==> config.mk <==
export PLATFORM = sky130hd
export DESIGN_NAME = polybius_stream_ctrl
export DESIGN_NICKNAME = d
export VERILOG_FILES = /design/src/rtl/polybius_stream_ctrl.sv
export SDC_FILE = /design/constraint.sdc
export NUM_CORES = 1
export LEC_CHECK = 0
export ABC_AREA = 1
export CELL_PAD_IN_SITES_DETAIL_PLACEMENT = 0
export CELL_PAD_IN_SITES_GLOBAL_PLACEMENT = 1
export CORE_ASPECT_RATIO = 1.25
export CORE_MARGIN = 4
export CORE_UTILIZATION = 38
export DETAILED_ROUTE_END_ITERATION = 7
export GPL_TIMING_DRIVEN = 0
export PLACE_DENSITY = 0.84
export SYNTH_ARGS = -nofsm -noshare
export SYNTH_HDL_FRONTEND = slang
export SYNTH_SLANG_ARGS = --single-unit
export TNS_END_PERCENT = 20
==> constraint.sdc <==
create_clock -name i_w_clk -period 3.4 [get_ports i_w_clk]
set_input_delay 0.34 -clock i_w_clk [delete_from_list [all_inputs] [get_ports i_w_clk]]
set_output_delay 0.34 -clock i_w_clk [all_outputs]
set_load 0.01 [all_outputs]
==> src/rtl/polybius_stream_ctrl.sv <==
// polybius_stream_ctrl
// Sequential Polybius key-addition engine. A key of up to p_secret_length
// letters is loaded as grid positions, then message bytes are encrypted or
// decrypted one per cycle with a wrapping key index. Key, input and output
// sides use valid/ready handshakes; the result register is a single stage.

module polybius_stream_ctrl #(
    parameter int p_secret_length = 6
) (
    input  logic       i_w_clk,
    input  logic       i_w_rst,
    input  logic       i_w_mode,
    input  logic       i_w_key_valid,
    input  logic [7:0] i_w_key_byte,
    input  logic       i_w_key_last,
    output logic       o_r_key_ready,
    input  logic       i_w_in_valid,
    input  logic [7:0] i_w_in_byte,
    input  logic       i_w_in_last,
    output logic       o_r_in_ready,
    output logic       o_r_out_valid,
    output logic [7:0] o_r_out_byte,
    output logic       o_r_out_last,
    input  logic       i_w_out_ready,
    output logic       o_r_busy,
    output logic       o_r_key_err
);

    localparam int KW = $clog2(p_secret_length + 1);
    localparam int AW = (p_secret_length > 1) ? $clog2(p_secret_length) : 1;
    localparam logic [KW-1:0] KLEN_MAX = KW'(p_secret_length);

    localparam logic [1:0] ST_KEY   = 2'd0;
    localparam logic [1:0] ST_IDLE  = 2'd1;
    localparam logic [1:0] ST_RUN   = 2'd2;
    localparam logic [1:0] ST_DRAIN = 2'd3;

    // Grid position (row*10 + col) of a letter, lowercase folded; 0 for non-letters.
    function automatic logic [7:0] f_pos(input logic [7:0] c);
        logic [7:0] u;
        u = ((c >= 8'h61) && (c <= 8'h7A)) ? (c - 8'h20) : c;
        case (u)
            8'h44: f_pos = 8'd11; // D
            8'h41: f_pos = 8'd12; // A
            8'h4E: f_pos = 8'd13; // N
            8'h49: f_pos = 8'd14; // I
            8'h45: f_pos = 8'd15; // E
            8'h4C: f_pos = 8'd21; // L
            8'h42: f_pos = 8'd22; // B
            8'h43: f_pos = 8'd23; // C
            8'h46: f_pos = 8'd24; // F
            8'h47: f_pos = 8'd25; // G
            8'h48: f_pos = 8'd31; // H
            8'h4B: f_pos = 8'd32; // K
            8'h4D: f_pos = 8'd33; // M
            8'h4F: f_pos = 8'd34; // O
            8'h50: f_pos = 8'd35; // P
            8'h51: f_pos = 8'd41; // Q
            8'h52: f_pos = 8'd42; // R
            8'h53: f_pos = 8'd43; // S
            8'h54: f_pos = 8'd44; // T
            8'h55: f_pos = 8'd45; // U
            8'h56: f_pos = 8'd51; // V
            8'h57: f_pos = 8'd52; // W
            8'h58: f_pos = 8'd53; // X
            8'h59: f_pos = 8'd54; // Y
            8'h5A: f_pos = 8'd55; // Z
            default: f_pos = 8'd0;
        endcase
    endfunction

    // Uppercase letter at a valid grid position; other values pass through unchanged.
    function automatic logic [7:0] f_cell(input logic [7:0] t);
        case (t)
            8'd11: f_cell = 8'h44;
            8'd12: f_cell = 8'h41;
            8'd13: f_cell = 8'h4E;
            8'd14: f_cell = 8'h49;
            8'd15: f_cell = 8'h45;
            8'd21: f_cell = 8'h4C;
            8'd22: f_cell = 8'h42;
            8'd23: f_cell = 8'h43;
            8'd24: f_cell = 8'h46;
            8'd25: f_cell = 8'h47;
            8'd31: f_cell = 8'h48;
            8'd32: f_cell = 8'h4B;
            8'd33: f_cell = 8'h4D;
            8'd34: f_cell = 8'h4F;
            8'd35: f_cell = 8'h50;
            8'd41: f_cell = 8'h51;
            8'd42: f_cell = 8'h52;
            8'd43: f_cell = 8'h53;
            8'd44: f_cell = 8'h54;
            8'd45: f_cell = 8'h55;
            8'd51: f_cell = 8'h56;
            8'd52: f_cell = 8'h57;
            8'd53: f_cell = 8'h58;
            8'd54: f_cell = 8'h59;
            8'd55: f_cell = 8'h5A;
            default: f_cell = t;
        endcase
    endfunction

    logic [1:0]    state_q, state_d;
    logic [KW-1:0] klen_q, klen_d;
    logic [KW-1:0] kidx_q, kidx_d;
    logic          mode_q, mode_d;
    logic          err_q, err_d;
    logic          out_valid_q, out_valid_d;
    logic [7:0]    out_byte_q, out_byte_d;
    logic          out_last_q, out_last_d;
    logic          busy_q, busy_d;
    logic [7:0]    key_q [p_secret_length];

    logic          key_ready_s, in_ready_s;
    logic          key_fire_s, in_fire_s, out_fire_s;
    logic          key_we_s;
    logic [AW-1:0] key_waddr_s;
    logic [7:0]    key_pos_s;
    logic [KW-1:0] cur_kidx_s, kidx_inc_s, next_kidx_s;
    logic          cur_mode_s;
    logic [7:0]    kval_s, in_pos_s, result_s;

    // Handshake readiness per state; key beats take priority over message beats in IDLE.
    always_comb begin
        key_ready_s = 1'b0;
        in_ready_s  = 1'b0;
        if (i_w_rst) begin
            key_ready_s = 1'b0;
            in_ready_s  = 1'b0;
        end else begin
            case (state_q)
                ST_KEY: begin
                    key_ready_s = 1'b1;
                end
                ST_IDLE: begin
                    key_ready_s = 1'b1;
                    in_ready_s  = !i_w_key_valid;
                end
                ST_RUN: begin
                    in_ready_s = !out_valid_q || i_w_out_ready;
                end
                default: begin
                    key_ready_s = 1'b0;
                    in_ready_s  = 1'b0;
                end
            endcase
        end
    end

    assign key_fire_s = i_w_key_valid && key_ready_s;
    assign in_fire_s  = i_w_in_valid && in_ready_s;
    assign out_fire_s = out_valid_q && i_w_out_ready;
    assign key_pos_s  = f_pos(i_w_key_byte);

    // Letter datapath: the first message byte uses key[0] and the live mode input.
    always_comb begin
        cur_kidx_s = kidx_q;
        cur_mode_s = mode_q;
        if (state_q == ST_IDLE) begin
            cur_kidx_s = {KW{1'b0}};
            cur_mode_s = i_w_mode;
        end else begin
            cur_kidx_s = kidx_q;
            cur_mode_s = mode_q;
        end
        kval_s   = key_q[cur_kidx_s[AW-1:0]];
        in_pos_s = f_pos(i_w_in_byte);
        if (cur_mode_s) begin
            if (in_pos_s != 8'd0) begin
                result_s = in_pos_s + kval_s;
            end else begin
                result_s = i_w_in_byte + kval_s;
            end
        end else begin
            result_s = f_cell(i_w_in_byte - kval_s);
        end
        kidx_inc_s = cur_kidx_s + KW'(1);
        if (kidx_inc_s >= klen_q) begin
            next_kidx_s = {KW{1'b0}};
        end else begin
            next_kidx_s = kidx_inc_s;
        end
    end

    // Controller next state: key loading, message acceptance and result register.
    always_comb begin
        state_d     = state_q;
        klen_d      = klen_q;
        kidx_d      = kidx_q;
        mode_d      = mode_q;
        err_d       = err_q;
        key_we_s    = 1'b0;
        key_waddr_s = {AW{1'b0}};
        out_valid_d = out_valid_q;
        out_byte_d  = out_byte_q;
        out_last_d  = out_last_q;
        if (out_fire_s) begin
            out_valid_d = 1'b0;
        end else begin
            out_valid_d = out_valid_q;
        end
        if (in_fire_s) begin
            out_valid_d = 1'b1;
            out_byte_d  = result_s;
            out_last_d  = i_w_in_last;
            kidx_d      = next_kidx_s;
        end else begin
            out_byte_d  = out_byte_q;
        end
        case (state_q)
            ST_KEY: begin
                if (key_fire_s) begin
                    if (klen_q < KLEN_MAX) begin
                        key_we_s    = 1'b1;
                        key_waddr_s = klen_q[AW-1:0];
                        klen_d      = klen_q + KW'(1);
                        if (key_pos_s == 8'd0) begin
                            err_d = 1'b1;
                        end else begin
                            err_d = err_q;
                        end
                    end else begin
                        err_d = 1'b1;
                    end
                    if (i_w_key_last) begin
                        state_d = ST_IDLE;
                    end else begin
                        state_d = ST_KEY;
                    end
                end else begin
                    state_d = ST_KEY;
                end
            end
            ST_IDLE: begin
                if (key_fire_s) begin
                    key_we_s    = 1'b1;
                    key_waddr_s = {AW{1'b0}};
                    klen_d      = KW'(1);
                    err_d       = (key_pos_s == 8'd0);
                    state_d     = i_w_key_last ? ST_IDLE : ST_KEY;
                end else if (in_fire_s) begin
                    mode_d  = i_w_mode;
                    state_d = i_w_in_last ? ST_DRAIN : ST_RUN;
                end else begin
                    state_d = ST_IDLE;
                end
            end
            ST_RUN: begin
                if (in_fire_s && i_w_in_last) begin
                    state_d = ST_DRAIN;
                end else begin
                    state_d = ST_RUN;
                end
            end
            ST_DRAIN: begin
                if (out_fire_s) begin
                    state_d = ST_IDLE;
                end else begin
                    state_d = ST_DRAIN;
                end
            end
            default: begin
                state_d = ST_KEY;
            end
        endcase
        busy_d = (state_d == ST_RUN) || (state_d == ST_DRAIN) || out_valid_d;
    end

    // Control and result registers with synchronous reset back to key loading.
    always_ff @(posedge i_w_clk) begin
        if (i_w_rst) begin
            state_q     <= ST_KEY;
            klen_q      <= {KW{1'b0}};
            kidx_q      <= {KW{1'b0}};
            mode_q      <= 1'b0;
            err_q       <= 1'b0;
            out_valid_q <= 1'b0;
            out_byte_q  <= 8'd0;
            out_last_q  <= 1'b0;
            busy_q      <= 1'b0;
        end else begin
            state_q     <= state_d;
            klen_q      <= klen_d;
            kidx_q      <= kidx_d;
            mode_q      <= mode_d;
            err_q       <= err_d;
            out_valid_q <= out_valid_d;
            out_byte_q  <= out_byte_d;
            out_last_q  <= out_last_d;
            busy_q      <= busy_d;
        end
    end

    // Key position storage, cleared on reset so a fresh key must be loaded.
    always_ff @(posedge i_w_clk) begin
        if (i_w_rst) begin
            for (int i = 0; i < p_secret_length; i++) begin
                key_q[i] <= 8'd0;
            end
        end else if (key_we_s) begin
            key_q[key_waddr_s] <= key_pos_s;
        end else begin
            key_q <= key_q;
        end
    end

    assign o_r_key_ready = key_ready_s;
    assign o_r_in_ready  = in_ready_s;
    assign o_r_out_valid = out_valid_q;
    assign o_r_out_byte  = out_byte_q;
    assign o_r_out_last  = out_last_q;
    assign o_r_busy      = busy_q;
    assign o_r_key_err   = err_q;

endmodule

==> results.cfg, run 1 <==
[clock_tree]
clock_latency_ns = 0.32
cts.path.max_buffers = 2
numCtsBuffers = 9
cts.sinks = 57
holdBufCountCts = 0
cts-root-buf = clkbuf_16
cts_tree = done
clk_pin_slew_ns = 0.05
h-tree-depth = 3

[yosys]
synth_nets = 898
syn_area_sq_um = 5030
ys_seq_area_frac = 0.227
synth_cell_types = 49
synthTopCellsByArea = dfxtp_1 23%, nand2_1 12%, nor2_1 11%, inv_1 11%, o21ai_0 7.2%
yosysTopAreaCellShare = 0.227
synth-seq-cells = 57
yosysTopAreaCell = dfxtp_1
yosysWarnings = 0
syn_inst = 849
synth-edff-count = 0
synth_ff_type = dfxtp_1
synth-async-reset-ratio = 0
avgSynthCellArea_sq_um = 5.93

[routing]
viasPerCell = 5.17
wire_per_inst_microns = 13.6
vias = 5654
drc = 0
first_pass_iters = 5
drt_iter0_markers = 387
wl_mm = 14.9
ant_nets = 0

[timing]
whs_ns = 0.469
setup_ws_ns = -0.107
hold_viol = 0
min_period_over_period = 1.03
finClkSkew_ns = 0.00328
slew_violations = 0
layout_min_cycle_time_ns = 3.51
max_freq_ghz = 0.285
grt_setup_unrepaired = yes
tightest_slew_ns = 0.657
setup_viol = 8
relSlewSlack = 0.560

[global_route]
grt_usage = 0.193
antenna_found_initial = 0
grt_max_degree = 11
grt.overflow.total = 0
grt_pass1_vias = 5308
grt_pass1_wl_mm = 24.1

[die]
coreArea_sq_um = 12800
die_y_microns = 137
initial_core_util = 0.392
pin_count = 38
row_count = 46
die_area_sq_um = 15200
die_w_microns = 111

[power_and_ir_drop]
power.density_nw_per_um2 = 325
leakage_nw = 3.30
power_mw = 2.13
irDropWorstVdd_v = 0.000281

[run]
drv_cap = 0

[setup_path]
cp.depth = 27
cp-startpoint = state_q[1]
worst_path_max_delay_cell = dfxtp_2
cp.required_ns = 3.65
r2r-end = o_r_out_byte[2]
cp-end-kind = register
critical_path_buf_inv_count = 5
critPathMaxStageDelay_ns = 0.34
critPathMaxFanout = 10
crit_top_cell = nand2_2
start_kind = register
r2r_slack_ns = -0.11
r2r_cells = 27
r2r-start = state_q[1]
cp.arrival_ns = 3.76
critPathTopFamily = simple AND/OR/NAND/NOR gates
critPathCapture = o_r_out_byte[2]
crit_type = register to register

[layout]
stdcell_count = 1094
area_growth_pct = 29.7
mostFrequentLayoutCells = 145 x nand2_1, 138 x inv_1, 134 x nor2_1, 64 x o21ai_0, 55 x dfxtp_1
drive_above_1_share = 0.175
n_antenna_cell = 0
nNetsFinal = 970
final_common_cell = nand2_1

[placement]
dp_cells = 1053
port_buffers = 36
dp_hpwl_mm = 11.3
globalplace.congestion = 0.934

[outcome]
status = complete, but fails checks
violations = setup timing

[min_path]
min_path_type = register to register
## final cells by class
type                            count  area (sq um)
Fill cell                        1301          6310
Multi-Input combinational cell    622          3640
Sequential cell                    57          1140
Inverter                          153           582
Timing Repair Buffer               61           536
Clock buffer                       13           260
Tap cell                          168           210
Buffer                             17           140
Clock inverter                      3          15.0
## metal layers
layer  track usage  wire [microns]  vias up
met5             0               0        -
met4        0.0869             540        0
met3        0.0279             531       37
met2         0.358            7520      136
met1         0.218            6330     2567
li1              -               -     2914
## sequential cells by signal (all words and copies together), names as in the netlist
signal / count
o_r_out_byte: 8
o_r_out_last: 1
klen_q: 3
key_q: 36
mode_q: 1
o_r_key_err: 1
kidx_q: 3
state_q: 2
o_r_busy: 1
o_r_out_valid: 1
## metrics by stage
step           cell area [sq um]  setup WS [ns]  utilization  TNS [ns]
3_3_place_gp                5630          -1.12        0.438     -7.09
2_1_floorplan               5060       0.000295            -         0
5_1_grt                     6530         -0.392        0.509     -2.83
6_report                    6530         -0.107        0.509    -0.641
3_5_place_dp                5630          -1.17        0.438     -7.09
4_1_cts                     6340        -0.0474        0.494    -0.227
## power breakdown
group | switching, mW | internal [mW] | total [mW]
clock network | 0.291 | 0.528 | 0.819
logic | 0.385 | 0.228 | 0.614
registers | 0.00949 | 0.683 | 0.693
total | 0.686 | 1.44 | 2.13
## worst min-delay path, delay by kind of cell (launching register included)
kind,cells,cell delay (ns)
DFF,1,0.31
AOI/OAI and AO/OA,1,0.05
and+or+nand+nor,1,0.06
## worst min path at each step
stage,startpoint,endpoint,slack [ns],cells after the start
detailed placement,o_r_out_byte[4],o_r_out_byte[4],0.47,2
floorplan,kidx_q[2],kidx_q[2],0.46,2
finish,o_r_out_byte[4],o_r_out_byte[4],0.47,2
CTS,o_r_out_byte[4],o_r_out_byte[4],0.47,2
global route,o_r_out_byte[6],o_r_out_byte[6],0.50,2
global placement,o_r_out_byte[4],o_r_out_byte[4],0.47,2
## synthesized netlist by cell type, types with 8 or more instances
cell and number:
o21bai_1 9, inv_1 148, dfxtp_1 57, o31ai_1 9
nand3_1 58, o21ai_0 72, nand4_1 8, o211ai_1 12
a21oi_1 33, ha_1 23, nand2_1 159, clkbuf_1 11
nor2_1 150, nor3_1 14
## cell families after synthesis
family / share of synthesized area
AND/OR/NAND/NOR: 0.356
buffers and inverters: 0.133
AO/OA/AOI/OAI: 0.214
flip-flops: 0.227
adder cells (fa/ha/maj): 0.0651
XOR/XNOR: 0.00522
## what timing repair did
item	CTS	global route
setup endpoints to repair	8	8
pin swaps	38	30
gates resized for setup	100	38
buffers inserted	20	5
Power figures use the tool's default switching activity.
==> run 2, diff against run 1 <==
- CAP_MARGIN: default -> 30
- CTS_BUF_LIST: default -> sky130_fd_sc_hd__clkbuf_8
==> run 2 against run 1 <==
  * The run still ends with setup timing left
  * Sequential power barely moved
  * Total power fell by 9.8%
  * Clock skew rose by 0.0039 ns
  * Clock-buffer cell count fell by 2
  * Sequential share of layout area fell by 0.31 points
  * Largest cell class unchanged
  * Combinational power rose by 8.8%
  * Core utilization rose by 0.92 points
  * Wire length rose by 2.2%
  * First-iteration DRC count rose by 14%
  * Critical endpoint is now o_r_out_byte[0]
  * Critical path type unchanged
==> results.cfg, run 2 (same netlist as run 1, synthesis figures left out) <==
[outcome]
status = complete, but fails checks
violations = setup timing

[timing]
layout_min_cycle_time_ns = 3.55
setup_viol = 7
min_period_over_period = 1.04
hold_viol = 0
setup_ws_ns = -0.145
finClkSkew_ns = 0.00714
relSlewSlack = 0.545
whs_ns = 0.471
slew_violations = 0
tightest_slew_ns = 0.680
grt_setup_unrepaired = yes
max_freq_ghz = 0.282
tns_ns = -0.881

[clock_tree]
clock_latency_ns = 0.34
cts_tree = done
cts.path.max_buffers = 2
h-tree-depth = 3
holdBufCountCts = 0
cts.sinks = 57
clk_pin_slew_ns = 0.06
numCtsBuffers = 9
cts-root-buf = clkbuf_8

[global_route]
grt_max_degree = 11
grt_usage = 0.194
grt_pass1_wl_mm = 24.3
antenna_found_initial = 0
grt_pass1_vias = 5341
grt.overflow.total = 0

[layout]
n_antenna_cell = 0
drive_above_1_share = 0.211
area_growth_pct = 32.0
multiInputGateArea_sq_um = 3800
fillers = 1288
design_area_sq_um = 6650
regArea_sq_um = 1140
nNetsFinal = 976
top_register = key_q
stdcell_count = 1100
largest_register_ffs = 36
mostFrequentLayoutCells = 139 x inv_1, 139 x nand2_1, 127 x nor2_1, 62 x o21ai_0, 55 x dfxtp_1

[setup_path]
r2r_cells = 25
start_kind = register
crit_type = register to register
cp.required_ns = 3.68
cp.arrival_ns = 3.83
cp-end-kind = register
critPathMaxFanout = 6

[die]
die_area_sq_um = 15200
die_y_microns = 137
die_w_microns = 111
pin_count = 38
coreArea_sq_um = 12800
initial_core_util = 0.392
row_count = 46

[routing]
met1_length_mm = 6.47
met3_wirelength_microns = 501
ant_nets = 0
drt_iter0_markers = 440
viasPerCell = 5.24
wire_per_inst_microns = 13.9
first_pass_iters = 5
wl_mm = 15.3
met2WireLength_mm = 7.82
vias = 5761
drc = 0
top_layer = met4

[power_and_ir_drop]
power_mw = 1.92
power.density_nw_per_um2 = 288
leakage_nw = 3.34
irDropWorstVdd_v = 0.000201

[min_path]
holdPathStages = 2
min_path_type = register to register

[run]
drv_cap = 0

[placement]
placed_cell_area_sq_um = 5630
dp_hpwl_mm = 11.3
dp_cells = 1053
globalplace.congestion = 0.934
port_buffers = 36
-- run 2: what timing repair did --
action / CTS / global route
resized for setup: 95 / 86
setup buffers: 20 / 7
pin swaps: 41 / 52
hold endpoints to repair: 0 / 0
setup endpoints to repair: 8 / 8
cloned: 2 / 2
-- run 2: area by class of cell --
class,instances,share of cell area
Buffer,17,0.0215
Clock inverter,5,0.00339
Inverter,153,0.0879
Sequential cell,57,0.172
Clock buffer,11,0.0228
Timing Repair Buffer,67,0.0887
Multi-Input combinational cell,622,0.572
Tap cell,168,0.0316
-- run 2: report_power, final --
part | switching, mW | total (mW) | leakage, nW | internal [mW]
logic | 0.421 | 0.668 | 2.77 | 0.247
clock network | 0.262 | 0.557 | 0.101 | 0.294
registers | 0.0101 | 0.692 | 0.462 | 0.682
total | 0.693 | 1.92 | 3.34 | 1.22
-- run 2: final timing paths --
check / slack (ns) / endpoint / startpoint
worst max-delay path: -0.15 / o_r_out_byte[0] / state_q[1]
worst min-delay path: 0.47 / o_r_out_byte[4] / o_r_out_byte[4]
worst max register to register: -0.15 / o_r_out_byte[0] / state_q[1]
worst min register to register: 0.47 / o_r_out_byte[4] / o_r_out_byte[4]
-- run 2: worst max-delay path: stages (launching register included) --
cell and delay (ns):
dfxtp_2 0.34, inv_2 0.05, ha_4 0.19, nor2_4 0.19
clkbuf_4 0.20, buf_4 0.11, nor2_1 0.04, o21ai_2 0.19
ha_2 0.23, inv_4 0.04, fa_2 0.44, nand3_2 0.11
nand3_2 0.08, nand2_1 0.08, nand2_2 0.07, nor2_4 0.22
buf_6 0.18, nand3_2 0.07, nand2_2 0.10, buf_4 0.11
a21oi_1 0.05, nand2_1 0.09, nor2_1 0.05, nand2_2 0.07
nand3_2 0.06, a21boi_2 0.14
-- run 2: metrics by stage --
step	utilization	worst slack, ns
after floorplan	-	0.000295
after global placement	0.438	-1.12
after detailed placement	0.438	-1.17
after CTS	0.487	-0.0667
after global routing	0.518	-0.362
final	0.518	-0.145
-- run 2: routing by layer --
layer / vias up / track usage
li1: 2930 / -
met1: 2641 / 0.218
met2: 155 / 0.363
met3: 35 / 0.0239
met4: 0 / 0.0951
met5: - / 0
==> run 3, diff against run 2 <==
- ABC_AREA: 1 -> default
- CORE_UTILIZATION: 38 -> 41
- PLACE_DENSITY: 0.84 -> 0.86
==> run 3 against run 2 <==
  * The run still ends with setup timing left
  * Clock power increased by 36%
  * Die area decreased by 12%
  * Cell count decreased by 22%
  * Hold slack got worse by 0.012 ns
  * Design area decreased by 6.7%
  * Non-clock buffer count increased by 31
  * Maximum frequency decreased by 8.9%
  * Synthesized cell count decreased by 25%
  * Total power increased by 3.9%
  * Sequential power decreased by 2%
==> results.cfg, run 3 <==
[routing]
ant_nets = 0
first_pass_iters = 7
wl_mm = 14.7
drt_iter0_markers = 274
vias = 5136
drc = 0
viasPerCell = 5.98
wire_per_inst_microns = 17.1

[die]
pin_count = 38
row_count = 43
die_w_microns = 104
die_y_microns = 128
die_area_sq_um = 13400
coreArea_sq_um = 11200
initial_core_util = 0.423

[timing]
setup_ws_ns = -0.491
finClkSkew_ns = 0.00809
min_period_over_period = 1.14
grt_setup_unrepaired = yes
tightest_slew_ns = 0.953
setup_viol = 8
max_freq_ghz = 0.257
layout_min_cycle_time_ns = 3.89
slew_violations = 0
relSlewSlack = 0.361
hold_viol = 0

[global_route]
grt.overflow.total = 0
antenna_found_initial = 0
grt_pass1_vias = 5131
grt_usage = 0.222
grt_max_degree = 11
grt_pass1_wl_mm = 24.5

[setup_path]
crit_type = register to register
critPathMaxFanout = 8
cp.arrival_ns = 4.13
cp.required_ns = 3.64
start_kind = register
r2r_cells = 17
cp-end-kind = register

[layout]
area_growth_pct = 30.4
n_antenna_cell = 0
fillers = 1052
mostFrequentLayoutCells = 81 x nor2_1, 55 x dfxtp_1, 47 x nand2_1, 47 x a21oi_1, 41 x mux2i_1
drive_above_1_share = 0.182
regArea_sq_um = 1140
largest_register_ffs = 36
multiInputGateArea_sq_um = 3650
top_register = key_q
final_common_cell = nor2_1
nNetsFinal = 768

[yosys]
synth_ff_type = dfxtp_1
synth-async-reset-ratio = 0
yosysWarnings = 0
yosysMostFrequentCell = nor2_1
ys_seq_area_frac = 0.240
syn_area_sq_um = 4750
synth_nets = 685
yosysTopAreaCell = dfxtp_1
avgSynthCellArea_sq_um = 7.47
synth_common_cells = 85 x nor2_1, 57 x dfxtp_1, 52 x a21oi_1
synth_cell_types = 73
synth-seq-cells = 57
synth-edff-count = 0
yosysTopAreaCellShare = 0.240
synthTopCellsByArea = dfxtp_1 24%, mux2i_1 9.1%, nor2_1 6.7%, ha_1 6.1%, a21oi_1 5.5%
syn_inst = 636

[power_and_ir_drop]
power_mw = 1.99
irDropWorstVdd_v = 0.000192
power.density_nw_per_um2 = 321
leakage_nw = 2.62

[min_path]
min_path_type = register to register
holdPathStages = 2

[placement]
globalplace.congestion = 0.880
dp_hpwl_mm = 10.4
port_buffers = 36
place_ws_ns = -1.26

[outcome]
status = complete, but fails checks
violations = setup timing

[clock_tree]
cts.path.max_buffers = 2
numCtsBuffers = 9
clk_pin_slew_ns = 0.07
cts_tree = done
cts-root-buf = clkbuf_8
cts.sinks = 57
holdBufCountCts = 0
clock_latency_ns = 0.35
h-tree-depth = 3

[run]
drv_cap = 0
## run 3: cell types whose count changed after synthesis, moves of 26 or more
cell      previous run  this run
inv_1              148        24
nand2_1            159        51
nor2_1             150        85
mux2i_1              0        43
nand3_1             58        15
o21ai_0             72        31
clkbuf_1            11        37
## run 3: path summary, 6_finish.rpt
check,from,to,slack [ns]
hold reg to reg,o_r_out_last,o_r_out_last,0.46
hold / removal,o_r_out_last,o_r_out_last,0.46
setup reg to reg,state_q[0],o_r_out_byte[6],-0.49
setup / recovery,state_q[0],o_r_out_byte[6],-0.49
## run 3: per-stage QoR
stage,setup TNS [ns],utilization,instances,cell area (sq um),hold WS [ns]
floorplan,-2.38,-,636,4850,0.446
global placement,-7.19,0.478,807,5380,0.454
detailed placement,-7.73,0.478,807,5380,0.450
CTS,-2.80,0.546,856,6140,0.462
global route,-5.20,0.551,859,6200,0.486
finish,-3.57,0.551,859,6200,0.459
## run 3: per-layer routing
layer | part of all wire | track usage | vias to the layer above
met4 | 0.040 | 0.123 | 0
met3 | 0.048 | 0.0306 | 41
met5 | 0 | 0 | -
met2 | 0.51 | 0.403 | 171
met1 | 0.40 | 0.250 | 2445
li1 | - | - | 2479
## run 3: cell families after synthesis
family,synth area share
buffers and inverters,0.0561
AOI/OAI and AO/OA,0.273
DFF,0.240
xor gates and xnor gates,0.0308
adders and majority gates,0.0690
and+or+nand+nor,0.231
muxes,0.101
## run 3: final cells by class
type	instances	share of cell area
clock inverter	7	0.0180
multi-input combinational	510	0.589
inverter	26	0.0165
tap	135	0.0272
buffer	40	0.0355
sequential	57	0.184
clock buffer	9	0.0200
timing repair buffer	75	0.109
## run 3: worst max-delay path: stages (launching register included)
cell	delay [ns]
dfxtp_2	0.37
ha_4	0.17
nand2b_4	0.20
buf_8	0.14
buf_4	0.10
nand2_1	0.04
and3_1	0.18
o32a_1	0.38
ha_4	0.33
or3b_1	0.35
o211ai_1	0.18
a211o_2	0.22
nor2_4	0.07
a32o_2	0.28
a31oi_4	0.22
a21o_1	0.21
nand3_1	0.09
a32o_2	0.23
## run 3: report_power, final
group          internal [mW]  total (mW)  leakage, nW  switching, mW
Combinational          0.237       0.556         2.04          0.320
Clock                  0.481       0.759        0.126          0.278
Sequential             0.672       0.676        0.460        0.00422
Total                   1.39        1.99         2.62          0.602
## run 3: timing repair
action | in CTS | in global routing
endpoints found under the setup margin | 8 | 8
gates resized for setup | 64 | 10
gates cloned | 1 | 0
pin swaps | 28 | 12
setup buffers | 35 | 3
